==> src/rtl/display_pkg.sv <==
// Shared types and defaults for the display path: SRAM geometry, the
// read-arbiter state encoding and the read-latency tags.
package display_pkg;

   localparam int unsigned DEF_ADDR_W = 20;
   localparam int unsigned DEF_DATA_W = 16;

   typedef enum logic [1:0] {
      IDLE,
      ISSUE_HI,
      ISSUE_LO,
      DRAIN
   } arb_state_t;

   typedef enum logic [1:0] {
      TAG_NONE,
      TAG_HI,
      TAG_LO
   } rd_tag_t;

endpackage

==> src/rtl/fixed_prio_enc.sv <==
// Fixed-priority encoder: lowest set request bit wins; one-hot grant plus
// binary index. Purely combinational.
module fixed_prio_enc #(
   parameter  int unsigned N     = 4,
   localparam int unsigned IDX_W = (N > 1) ? $clog2(N) : 1
) (
   input  logic [N-1:0]     req,
   output logic [N-1:0]     gnt,
   output logic [IDX_W-1:0] idx,
   output logic             any
);

   always_comb begin
      gnt = '0;
      idx = '0;
      any = 1'b0;
      for (int unsigned i = 0; i < N; i++) begin
         if (req[i] && !any) begin
            gnt[i] = 1'b1;
            idx    = IDX_W'(i);
            any    = 1'b1;
         end
      end
   end

endmodule

==> src/rtl/sram_read_arbiter.sv <==
// Shares the 16-bit SRAM read port among the overlay image readers; each grant
// performs two reads (A, A+1) and returns one 32-bit word {data(A), data(A+1)}.
module sram_read_arbiter
   import display_pkg::*;
#(
   parameter int unsigned N_REQ  = 4,
   parameter int unsigned ADDR_W = DEF_ADDR_W,
   parameter int unsigned DATA_W = DEF_DATA_W,
   parameter int unsigned RD_LAT = 1
) (
   input  logic                    i_clk,
   input  logic                    i_rst_n,
   input  logic                    i_refresh,
   input  logic [N_REQ-1:0]        i_req,
   input  logic [N_REQ*ADDR_W-1:0] i_addr,
   output logic [N_REQ-1:0]        o_gnt,
   output logic [N_REQ-1:0]        o_valid,
   output logic [2*DATA_W-1:0]     o_q,
   output logic                    o_busy,
   output logic [ADDR_W-1:0]       o_sram_address,
   input  logic [DATA_W-1:0]       i_sram_data
);

   localparam int unsigned IDX_W = (N_REQ > 1) ? $clog2(N_REQ) : 1;

   arb_state_t        state;
   rd_tag_t           tag_pipe [RD_LAT];
   rd_tag_t           tag_in;
   rd_tag_t           tag_out;
   logic [N_REQ-1:0]  enc_gnt;
   logic [IDX_W-1:0]  enc_idx;
   logic              enc_any;
   logic              grant_now;
   logic [N_REQ-1:0]  owner;
   logic [ADDR_W-1:0] base_addr;
   logic [DATA_W-1:0] hi_half;

   fixed_prio_enc #(
      .N(N_REQ)
   ) u_enc (
      .req (i_req),
      .gnt (enc_gnt),
      .idx (enc_idx),
      .any (enc_any)
   );

   assign grant_now = i_rst_n && !i_refresh && (state == IDLE) && enc_any;
   assign o_gnt     = grant_now ? enc_gnt : '0;
   assign o_busy    = (state != IDLE) || grant_now || (|o_valid);
   assign tag_out   = tag_pipe[RD_LAT-1];

   always_comb begin
      tag_in = TAG_NONE;
      if (state == ISSUE_HI) begin
         tag_in = TAG_HI;
      end else if (state == ISSUE_LO) begin
         tag_in = TAG_LO;
      end
   end

   // The tag pipe tracks which half each in-flight read belongs to, so data
   // capture is independent of the FSM state and works for any RD_LAT.
   always_ff @(posedge i_clk) begin
      if (!i_rst_n) begin
         state          <= IDLE;
         owner          <= '0;
         base_addr      <= '0;
         hi_half        <= '0;
         o_valid        <= '0;
         o_q            <= '0;
         o_sram_address <= '0;
         for (int unsigned i = 0; i < RD_LAT; i++) begin
            tag_pipe[i] <= TAG_NONE;
         end
      end else begin
         o_valid <= '0;
         if (i_refresh) begin
            // Frame start abandons the transaction; o_q and the address hold.
            state <= IDLE;
            for (int unsigned i = 0; i < RD_LAT; i++) begin
               tag_pipe[i] <= TAG_NONE;
            end
         end else begin
            tag_pipe[0] <= tag_in;
            for (int unsigned i = 1; i < RD_LAT; i++) begin
               tag_pipe[i] <= tag_pipe[i-1];
            end

            if (tag_out == TAG_HI) begin
               hi_half <= i_sram_data;
            end
            if (tag_out == TAG_LO) begin
               o_q     <= {hi_half, i_sram_data};
               o_valid <= owner;
            end

            unique case (state)
               IDLE: begin
                  if (enc_any) begin
                     owner          <= enc_gnt;
                     base_addr      <= i_addr[enc_idx*ADDR_W +: ADDR_W];
                     o_sram_address <= i_addr[enc_idx*ADDR_W +: ADDR_W];
                     state          <= ISSUE_HI;
                  end
               end
               ISSUE_HI: begin
                  o_sram_address <= base_addr + ADDR_W'(1);
                  state          <= ISSUE_LO;
               end
               ISSUE_LO: begin
                  state <= DRAIN;
               end
               DRAIN: begin
                  if (tag_out == TAG_LO) begin
                     state <= IDLE;
                  end
               end
               default: begin
                  state <= IDLE;
               end
            endcase
         end
      end
   end

endmodule

==> config.mk <==
export PLATFORM = sky130hd
export DESIGN_NAME = sram_read_arbiter
export DESIGN_NICKNAME = d
export VERILOG_FILES = /design/src/rtl/display_pkg.sv /design/src/rtl/fixed_prio_enc.sv /design/src/rtl/sram_read_arbiter.sv
export SDC_FILE = /design/constraint.sdc
export NUM_CORES = 1
export LEC_CHECK = 0
export CORE_MARGIN = 3
export CORE_UTILIZATION = 49
export DETAILED_ROUTE_END_ITERATION = 10
export GPL_TIMING_DRIVEN = 0
export PLACE_DENSITY = 0.88
export SYNTH_ARGS = -nofsm -noshare
export SYNTH_HDL_FRONTEND = slang
export SYNTH_HIERARCHICAL = 1
export SYNTH_SLANG_ARGS = --single-unit
==> constraint.sdc <==
create_clock -name i_clk -period 3.91 [get_ports i_clk]
set_clock_uncertainty 0.05 [all_clocks]
set_input_delay 0.782 -clock i_clk [delete_from_list [all_inputs] [get_ports i_clk]]
set_output_delay 0.782 -clock i_clk [all_outputs]
set_load 0.02 [all_outputs]
==> key figures <==
Route
  – Routed vias: 4826
  – DR DRC count: 0
  – Via density: approximately 5.6
  – Iter 0 DRT Violations: 300
  – Routed len/inst: 16.31 um
  – Routed wire length: between 10000 and 15000 um
  – Antenna viol nets, final: 0
  – Drt pass-1 iters: 5

Min path
  – Hold-critical path depth: 2
  – Hold Crit Class: flop to flop

Global route
  – Global Route Usage Sum: around a quarter
  – Largest net degree at the start of global routing: 20
  – Total grt overflow: 0
  – Initial antenna violation count: 0
  – Number of global-route vias before repair: ~5000
  – First-pass GRT wire length: 23050 um

Run
  – Number of max-cap violations: 0

Power and ir drop
  – NetSw: between 0.0006 and 0.0007 W
  – Sequential share of power: between 50% and 60%
  – Clock power frac: ~30%
  – Peak supply drop: between 0.00015 and 0.0002 V
  – Pint: approximately 0.0016 W
  – Leakage: 2.251 nW
  – Switch share: between 20 and 30%
  – Pwr dens: ~330 mW/mm2
  – Logic gate share of total power: between 20% and 30%

Worst setup path
  – Critical Path AT: between 2000 and 3000 ps
  – Kind of critical path: input port to primary output
  – Crit Path Max Fanout: 10
  – Setup crit start kind: input port
  – R2R cell count: 7
  – Required @ worst endpoint: 3080 ps
  – Setup crit end kind: primary output

Final layout
  – Fillers: ~660
  – N_diodes: 0
  – Layout Cells excl Fill: approximately 860
  – Nets: approximately 830
  – Area delta synth->final: 42.55%
  – Share of cells above drive strength 1: under 10%

Synthesis
  – Share of the synthesized area in the top cell type: 42.12%
  – Netlist cell types: 46
  – Async SR Flop Fraction: 0%
  – Commonest cells in the netlist: 148 x nand2_1, 98 x dfxtp_1, 84 x a21oi_1
  – Syn. warnings: 6
  – Post-Syn Area: roughly 0.0047 mm2
  – Synth area leaders: dfxtp_1 42%, nand2_1 12%, mux4_2 9.7%, a21oi_1 9.0%, clkbuf_1 2.6%
  – Mapped Cells: 549
  – Post-synthesis sequential area ratio: between 40% and 50%
  – Top_reg_cell synth: dfxtp_1
  – Most frequently used cell type in the post-synthesis netlist: nand2_1
  – Synth area leader: dfxtp_1
  – Post-synth EDFFs: 2
  – Synth Register Bits: 100
  – Syn_area_per_cell: about 8.5 um2

Floorplan
  – Core area: between 0.008 and 0.009 mm2
  – Die Width: around 100 um
  – Initial Util: between 50% and 60%
  – Row count: 34
  – Die Y-Extent: around 100 um
  – Die area: about 0.011 mm2
  – Io pins: between 150 and 200

STA
  – Fmax: roughly 280 MHz
  – Endpoints failing setup: 0
  – Setup TNS: 0 ps
  – Fin. max-slew vios: 0
  – Final Hold Vio Count: 0
  – Minimum clock period: between 3000 and 4000 ps
  – RSZ-0062 raised after global routing: false
  – Worst Tran Pin Value: about 650 ps
  – Worst rel slew slack: about 57%
  – Final period util: 91.23%

CTS
  – # hold bufs at CTS: 0
  – CTS Buf Count: 9
  – CTS tree: yes
  – Skew-Pair Late Insertion Delay: approximately 380 ps
  – CTS H-tree lvls: 3
  – PostCTS Resize Cnt: 0
  – CTS max path bufs: 2
  – # clock sinks: 100
  – Post-CTS Repair Setup Buffers: 0
  – CTS Root Cell: clkbuf_8
  – Clock transition at path regs: approximately 110 ps

Placed design
  – Gpl congestion: 0.8944
  – Placed cell count: 839
  – Port bufs: 163
  – Post-detail-place hpwl: 10960 um

Run status
  – Status: finished clean
[power by group through the flow]
stage          registers [W]  logic (W)  clock network (W)
2_1_floorplan        0.00116   0.000198                  0
3_3_place_gp         0.00113   0.000432                  0
3_5_place_dp         0.00114   0.000444                  0
4_1_cts              0.00111   0.000445           0.000653
5_1_grt              0.00112   0.000482           0.000690
6_report             0.00111   0.000447           0.000653
[area by class of cell]
cell class	count	area, um2	area share, %
Sequential cell	100	2022	30.45
Clock buffer	9	123.9	1.865
Multi-Input combinational cell	403	2454	36.95
Tap cell	126	157.7	2.374
Clock inverter	7	65.06	0.9798
Timing Repair Buffer	163	1632	24.57
Buffer	39	156.4	2.355
Inverter	8	30.03	0.4522
[critical path, stage by stage]
cell and delay, ps:
clkdlybuf4s50_1 450, buf_2 200, nand2b_1 240, nor2_1 250, and2_1 190, clkdlybuf4s50_1 620
[cell families (layout without fill, tap and decap cells)]
group | count (synthesis) | count (layout) | share of synthesized area, %
adders and majority gates | 5 | 5 | 1.343
other | 1 | 2 | 0.08050
buffers and inverters | 47 | 226 | 4.002
xor gates and xnor gates | 5 | 5 | 0.9401
DFF | 100 | 100 | 43.41
AOI/OAI and AO/OA | 128 | 128 | 15.77
muxes | 28 | 28 | 11.39
and+or+nand+nor | 235 | 235 | 23.07
[final timing paths]
kind / from / end / slack, ps
setup / recovery: i_refresh / o_gnt[0] / 340
setup reg to reg: state[0]$_SDFFE_PP0P_ / o_sram_address[6]$_SDFFE_PN0P_ / 1640
hold / removal: o_q[24]$_SDFFE_PN0N_ / o_q[24]$_SDFFE_PN0N_ / 410
hold reg to reg: o_q[24]$_SDFFE_PN0N_ / o_q[24]$_SDFFE_PN0N_ / 410
[routing by layer]
layer	track usage, %	part of all wire [%]	vias up
li1	-	-	2277
met1	29.89	39	2252
met2	46.54	50	254
met3	6.219	8.4	43
met4	8.832	2.6	0
met5	0	0	-
[state kept, by name (all words and copies together) (netlist names)]
name,flops
o_q,32
base_addr,20
o_sram_address,20
hi_half,16
o_valid,4
owner,4
state,2
tag_pipe,2
[metrics by stage]
step	area [um2]	utilization (%)	hold slack, ps	setup slack [ps]	power [W]
after floorplan	4662	-	382.1	1513	0.001354
after global placement	6451	71.87	386.4	388.8	0.001565
after detailed placement	6451	71.87	396.5	352.8	0.001579
after CTS	6640	73.98	412.3	346.4	0.002211
after global routing	6640	73.98	421.4	184.3	0.002292
final	6640	73.98	409.7	343.0	0.002214
[layout by cell type (no fill, tap or decap), types with 5 or more instances in the layout]
master and instances:
clkdlybuf4s50_1 163, nand2_1 148, dfxtp_1 98, a21oi_1 84
clkbuf_1 32, mux4_2 20, nor3_1 18, nand3_1 13
a22oi_1 12, nor2_1 11, o21ai_0 11, clkbuf_8 9
nor4_1 8, mux2i_1 8, inv_1 7, nor3b_1 6
nand2b_1 5, and2_1 5, and3_1 5, xnor2_1 5
ha_1 5
No activity file was read; power rests on OpenSTA's default activity.
